File: src/rtl/sync_fifo_fwft.sv
// rtl/sync_fifo_fwft.sv - single-clock FIFO with occupancy count, almost thresholds, sticky errors
// Read mode is selected by FWFT: registered rdata on ren, or first-word-fall-through.
module sync_fifo_fwft #(
  parameter int DATASIZE  = 8,
  parameter int ADDRSIZE  = 4,
  parameter int FWFT      = 0,
  parameter int AFULL_TH  = 12,
  parameter int AEMPTY_TH = 2
) (
  input  logic                clk,
  input  logic                rst,
  input  logic                winc,
  input  logic [DATASIZE-1:0] wdata,
  input  logic                rinc,
  output logic [DATASIZE-1:0] rdata,
  output logic                full,
  output logic                empty,
  output logic                almost_full,
  output logic                almost_empty,
  output logic [ADDRSIZE:0]   count,
  output logic                overflow,
  output logic                underflow,
  input  logic                err_clr
);

  localparam int DEPTH = 1 << ADDRSIZE;
  localparam logic [ADDRSIZE:0] LP_DEPTH  = DEPTH[ADDRSIZE:0];
  localparam logic [ADDRSIZE:0] LP_AFULL  = AFULL_TH[ADDRSIZE:0];
  localparam logic [ADDRSIZE:0] LP_AEMPTY = AEMPTY_TH[ADDRSIZE:0];

  logic [DATASIZE-1:0] r_mem [DEPTH];
  logic [ADDRSIZE:0]   r_wptr;
  logic [ADDRSIZE:0]   r_rptr;
  logic [ADDRSIZE:0]   r_count;
  logic                r_overflow;
  logic                r_underflow;

  logic                w_full;
  logic                w_empty;
  logic                w_wen;
  logic                w_ren;
  logic [ADDRSIZE-1:0] w_waddr;
  logic [ADDRSIZE-1:0] w_raddr;

  // Flags come only from the registered count, so no winc/rinc path reaches them.
  assign w_full  = (r_count == LP_DEPTH);
  assign w_empty = (r_count == '0);
  assign w_wen   = winc & ~w_full;
  assign w_ren   = rinc & ~w_empty;
  assign w_waddr = r_wptr[ADDRSIZE-1:0];
  assign w_raddr = r_rptr[ADDRSIZE-1:0];

  always_ff @(posedge clk) begin
    if (w_wen) r_mem[w_waddr] <= wdata;
  end

  always_ff @(posedge clk or posedge rst) begin
    if (rst) begin
      r_wptr  <= '0;
      r_rptr  <= '0;
      r_count <= '0;
    end else begin
      if (w_wen) r_wptr <= r_wptr + 1'b1;
      if (w_ren) r_rptr <= r_rptr + 1'b1;
      if (w_wen && !w_ren)      r_count <= r_count + 1'b1;
      else if (w_ren && !w_wen) r_count <= r_count - 1'b1;
    end
  end

  // A new error in the same cycle as err_clr keeps the flag set.
  always_ff @(posedge clk or posedge rst) begin
    if (rst) begin
      r_overflow  <= 1'b0;
      r_underflow <= 1'b0;
    end else begin
      if (winc && w_full)  r_overflow <= 1'b1;
      else if (err_clr)    r_overflow <= 1'b0;
      if (rinc && w_empty) r_underflow <= 1'b1;
      else if (err_clr)    r_underflow <= 1'b0;
    end
  end

  // Occupancy must always equal the wrap-aware pointer distance.
  always_ff @(posedge clk) begin
    if (!rst) assert (r_count == r_wptr - r_rptr);
  end

  generate
    if (FWFT != 0) begin : g_fwft
      assign rdata = w_empty ? '0 : r_mem[w_raddr];
    end else begin : g_std
      logic [DATASIZE-1:0] r_rdata;
      always_ff @(posedge clk or posedge rst) begin
        if (rst)        r_rdata <= '0;
        else if (w_ren) r_rdata <= r_mem[w_raddr];
      end
      assign rdata = r_rdata;
    end
  endgenerate

  assign full         = w_full;
  assign empty        = w_empty;
  assign almost_full  = (r_count >= LP_AFULL);
  assign almost_empty = (r_count <= LP_AEMPTY);
  assign count        = r_count;
  assign overflow     = r_overflow;
  assign underflow    = r_underflow;

endmodule

File: config.mk
export PLATFORM = sky130hd
export DESIGN_NAME = sync_fifo_fwft
export DESIGN_NICKNAME = d
export VERILOG_FILES = /design/src/rtl/sync_fifo_fwft.sv
export SDC_FILE = /design/constraint.sdc
export NUM_CORES = 1
export LEC_CHECK = 0
export ABC_AREA = 1
export CAP_MARGIN = 25
export CORE_ASPECT_RATIO = 1.75
export CORE_MARGIN = 1.5
export CORE_UTILIZATION = 43
export DETAILED_ROUTE_END_ITERATION = 12
export SLEW_MARGIN = 10
export SYNTH_ARGS = -nofsm -noshare
export SYNTH_HDL_FRONTEND = slang
export SYNTH_SLANG_ARGS = --single-unit
File: constraint.sdc
create_clock -name clk -period 3.05 [get_ports clk]
set_input_delay 0.61 -clock clk [delete_from_list [all_inputs] [get_ports clk]]
set_output_delay 0.61 -clock clk [all_outputs]
set_load 0.05 [all_outputs]
After elaboration in Yosys (flattened, before gate mapping)
Memory sizes are Yosys's and may differ from the RTL's. A register that Yosys moved wholly into a read port is not among the register bits.
Cells that the tools add are included.
{"block": "word_totals", "ff_bits": 17, "ramBits": 128, "output_inout_bits": 19, "memories": 1}
{"memory": "r_mem", "depth": 16, "word_bits": 8, "read_ports": 1, "rd_ports_with_merged_regs": 1, "write_ports": 1, "line_no": "31", "text": "logic [DATASIZE-1:0] r_mem [DEPTH];"}
{"block": "classes", "add_sub_neg": 4, "magnitude_cmp": 2, "n_eq_ne": 1, "n_mux": 7, "bitwise": 4, "n_reduce_logical": 10}
{"operator": "adder 5 x 1 -> 5 bit (second input constant)", "n": 3}
{"operator": "two-way mux 5 bit", "n": 2}
{"operator": "nonzero test 2 bit", "n": 3}
{"operator": "== test 5 bit (second input constant)", "n": 1}
{"operator": ">= comparator 5 x 4 -> 1 bit (second input constant)", "n": 1}
{"operator": "less-or-equal comparator 5 x 2 -> 1 bit (second input constant)", "n": 1}
{"operator": "logical NOT 5 bit", "n": 1}
{"operator": "two-way mux 1 bit", "n": 5}
{"operator": "subtractor 5 x 1 -> 5 bit (second input constant)", "n": 1}
{"operator": "logical AND 1 bit", "n": 4}
{"operator": "AND 1 bit", "n": 2}
{"operator": "logical NOT 1 bit", "n": 2}
{"operator": "NOT 1 bit", "n": 2}

Longest topological paths before layout
{"block": "logic_depth", "depth_word": 7, "mapped_depth": 13, "ltp_nobuf": 13}

Worst setup path before layout
No wires, ideal clock.
{"block": "synth_timing", "kind": "reg-to-reg", "start": "register r_count[0] (netlist: count[0])", "end": "register r_count[4] (netlist: count[4])", "setup_time_ns": 0.121, "t_arrival_ns": 2.414, "t_required_ns": 2.929, "slack_ns": 0.515, "path_stages_with_launch": 14, "path_buffers": 1, "period_less_slack_ns": 2.535, "cell_sequence": "dfrtp_1 inv_1 nand4_1 nand2_1 buf_2 ha_1 inv_1 ha_1 a21oi_1 o21ai_0 a21oi_1 o21ai_0 nand2_1 nand2_1"}
{"block": "synth_between", "elab_chain_cells": 6}
{"element": "start, declared", "line_no": "34", "text": "logic [ADDRSIZE:0] r_count;"}
{"element": "start signal, assigned", "line_no": "65", "text": "if (w_wen && !w_ren) r_count <= r_count + 1'b1;"}
{"element": "start signal, assigned", "line_no": "66", "text": "else if (w_ren && !w_wen) r_count <= r_count - 1'b1;"}
{"element": "parallel branches: the longest is 6 deep, another holds subtractor 5 x 1 -> 5 bit"}
Parallel ways; which one is timed is not known. The select of a mux whose other input is x is not followed.
A chain may end at the register's enable or synchronous reset.

Final worst setup path
{"block": "layout_timing", "start": "register r_count[2] (netlist: count[2])", "end": "output empty"}
{"block": "layout_between", "elab_chain_cells": 1}
{"element": "logical NOT 5 bit", "line_no": "47", "text": "assign w_empty = (r_count == '0);"}
{"element": "end, declared", "line_no": "17", "text": "output logic empty,"}
No other way between the ends.

==> run_results.csv <==
group,metric,value,unit
run_status,outcome,"finished, final reports clean",
yosys,synth_flop_cell,"edfxtp_1",
yosys,synth_area_leaders,"edfxtp_1 57%, nand2_1 12%, dfrtp_1 8.6%",
die,io_pins,32,
power,combPwrFrac,38.1,%
placed_design,portBuffers,31,
clock_network,clock-sinks,151,
yosys,synth_largest_area_cell,"edfxtp_1",
setup_path,cp_data_arrival_time,2.11,ns
yosys,synth_common_cells,"217 x nand2_1, 128 x edfxtp_1, 114 x inv_1",
setup_path,critPathLaunchType,"register",
layout,syn2layout_area_growth,17.5,%
clock_network,cts_root_buf,"clkbuf_16",
power,pwr-share-clk,27.1,%
drt,drc,0,
clock_network,clock_path_buffers,2,
placed_design,gp_congestion,0.882,
timing,worst_pin_slew,0.734,ns
clock_network,postCtsSetupRepairBufs,0,
clock_network,clk_latency,0.42,ns
clock_network,clkTransAtPathRegs,0.06,ns
timing,setup_slack,0.329,ns
layout,drive_gt1_share,7.84,%
power,power.total,7.85,mW
timing,fmax,368,MHz
global_routing,grt_pass1_vias,4587,
yosys,synth-edff-count,128,
layout,diodes,0,
setup_path,crit_type,"register to output port",
setup_path,cp-end-kind,"output port",
power,p_int,4.77,mW
yosys,syn_area_per_cell,10.1,sq um
timing,hold_slack,0.423,ns
drt,wl,15.6,mm
clock_network,cts_tree,"yes",
timing,min_period,2.72,ns
placed_design,place_ws,0.196,ns
layout,final_area,7900,sq um
placed_design,dp_cells,882,
die,placementRows,60,
drt,drtIter0Drc,305,
yosys,synth-seq-cells,151,
drt,wl_per_cell,17.1,um
power,peakVddDrop,0.564,mV
clock_network,cts_resized,0,
layout,fillers,1440,
die,die-height,168,um
timing,slew_headroom,50.9,%
layout,nets,739,
layout,instances_no_fill,913,
timing,min_period_over_period,89.2,%
die,core-area,15300,sq um
placed_design,hpwl,10.5,mm
timing,hold_violations,0,
placed_design,dpl_cell_area,7300,sq um
die,start_util,43.9,%
yosys,postSynthCellCount,668,
timing,tns,0,ns
die,die_w,97.5,um
drt,drt-pass1-iter-count,4,
timing,clock_skew,0.0110,ns
yosys,syn_nets,692,
yosys,yosysMostFrequentCell,"nand2_1",
die,dieArea,16400,sq um
setup_path,crit_required,2.44,ns
clock_network,htreeDepth,4,
drt,num_vias,4513,
yosys,yosys_warnings,0,
clock_network,cts_inserted_buffers,17,
yosys,synthArstFlopShare,15.2,%
power,seq_power_share,34.8,%
global_routing,grt_usage,20.0,%
timing,setup_viol,0,
job,maxCapViolCount,0,
yosys,yosysUniqueCellTypes,21,
setup_path,path_max_fanout,6,
timing,maxSlewViolCount,0,
layout,fin_util,51.6,%
yosys,synth_top_area_share,57.2,%
yosys,syn_area,6720,sq um
global_routing,grt_max_degree,67,
drt,ant_nets,0,
worst_hold_path,worstHoldPathType,"input pin to async pin",
global_routing,grt_pass1_wl,24.5,mm
yosys,seq_area_frac_synth,65.8,%
timing,rsz0062_at_grt,"false",
power,powerDensity,995,nW/um^2
global_routing,grt_antenna_before_repair,0,
clock_network,holdBufCountCts,0,
power,p_sw,3.08,mW
power,p_leak,3.48,nW
power,netSwitchingFraction,39.2,%
global_routing,gr-total-overflow,0,
drt,vias_per_cell,4.94,
==> per-layer routing <==
| metal | track usage (%) | share of wire, % | vias up |
|---|---|---|---|
| met5 | 0 | 0 | - |
| met4 | 7.20 | 1.8 | 0 |
| met3 | 3.90 | 3.5 | 22 |
| met2 | 38.9 | 57 | 85 |
| met1 | 20.8 | 37 | 2177 |
| li1 | - | - | 2229 |
==> cells by family (layout without fill, tap and decap cells) <==
family / count (synthesis) / after routing / share of synthesized area (%)
flops: 151 / 151 / 65.8
xor+xnor: 9 / 9 / 1.17
simple gates: 337 / 337 / 20.7
fa+ha+maj: 11 / 11 / 2.16
buf+inv: 145 / 204 / 8.98
compound gates: 15 / 15 / 1.15
==> placed cells by master, fill, tap and decap left out, types with 2 or more instances in the layout <==
cell,count
inv_6,4
clkbuf_16,17
bufinv_16,3
buf_4,24
xor2_1,7
clkinv_1,3
nand3_1,99
dfrtp_1,22
o21ai_0,10
clkdlybuf4s50_1,31
nand4_1,2
xnor2_1,2
inv_1,114
edfxtp_1,128
ha_1,10
a21oi_1,4
clkinvlp_4,4
nor2_1,19
nand2_1,217
==> registers in the layout, indices dropped and copies added (netlist names) <==
signal and cells:
count 5, overflow 1, r_mem 128, r_rptr 4
r_wptr 4, rdata 8, underflow 1
==> layout make-up <==
type | count | area [sq um] | share of cell area [%]
Sequential cell | 151 | 4420 | 56.0
Multi-Input combinational cell | 372 | 1700 | 21.5
Timing Repair Buffer | 56 | 510 | 6.46
Inverter | 117 | 439 | 5.56
Clock buffer | 17 | 425 | 5.39
Tap cell | 186 | 233 | 2.95
Clock inverter | 14 | 173 | 2.19
==> final timing paths <==
check / from / to / slack, ns / cells past startpoint
worst min-delay path: rst / underflow / 0.42 / 2
worst max-delay path: count[2] / empty / 0.33 / 4
worst max register to register: count[2] / count[4] / 0.43 / 13
max in group asynchronous: rst / rdata[2] / 2.07 / 3
min in group clk: rdata[2] / rdata[2] / 0.49 / 2
worst min register to register: rdata[2] / rdata[2] / 0.49 / 2
==> power by group through the flow <==
stage	clock network (mW)	logic, mW	registers [mW]
6_report	2.13	2.99	2.73
5_1_grt	2.25	3.32	2.77
4_1_cts	2.17	3.03	2.74
3_5_place_dp	0	3.01	2.77
3_3_place_gp	0	2.97	2.76
2_1_floorplan	0	1.78	3.06
==> worst max-delay path, cell delays in order (launching register included) <==
cell and delay, ns:
dfrtp_1 0.45, nor2_1 0.20, nand4_1 0.14, inv_1 0.10, clkdlybuf4s50_1 0.80
Note: power is estimated with default switching activity, not from simulation.
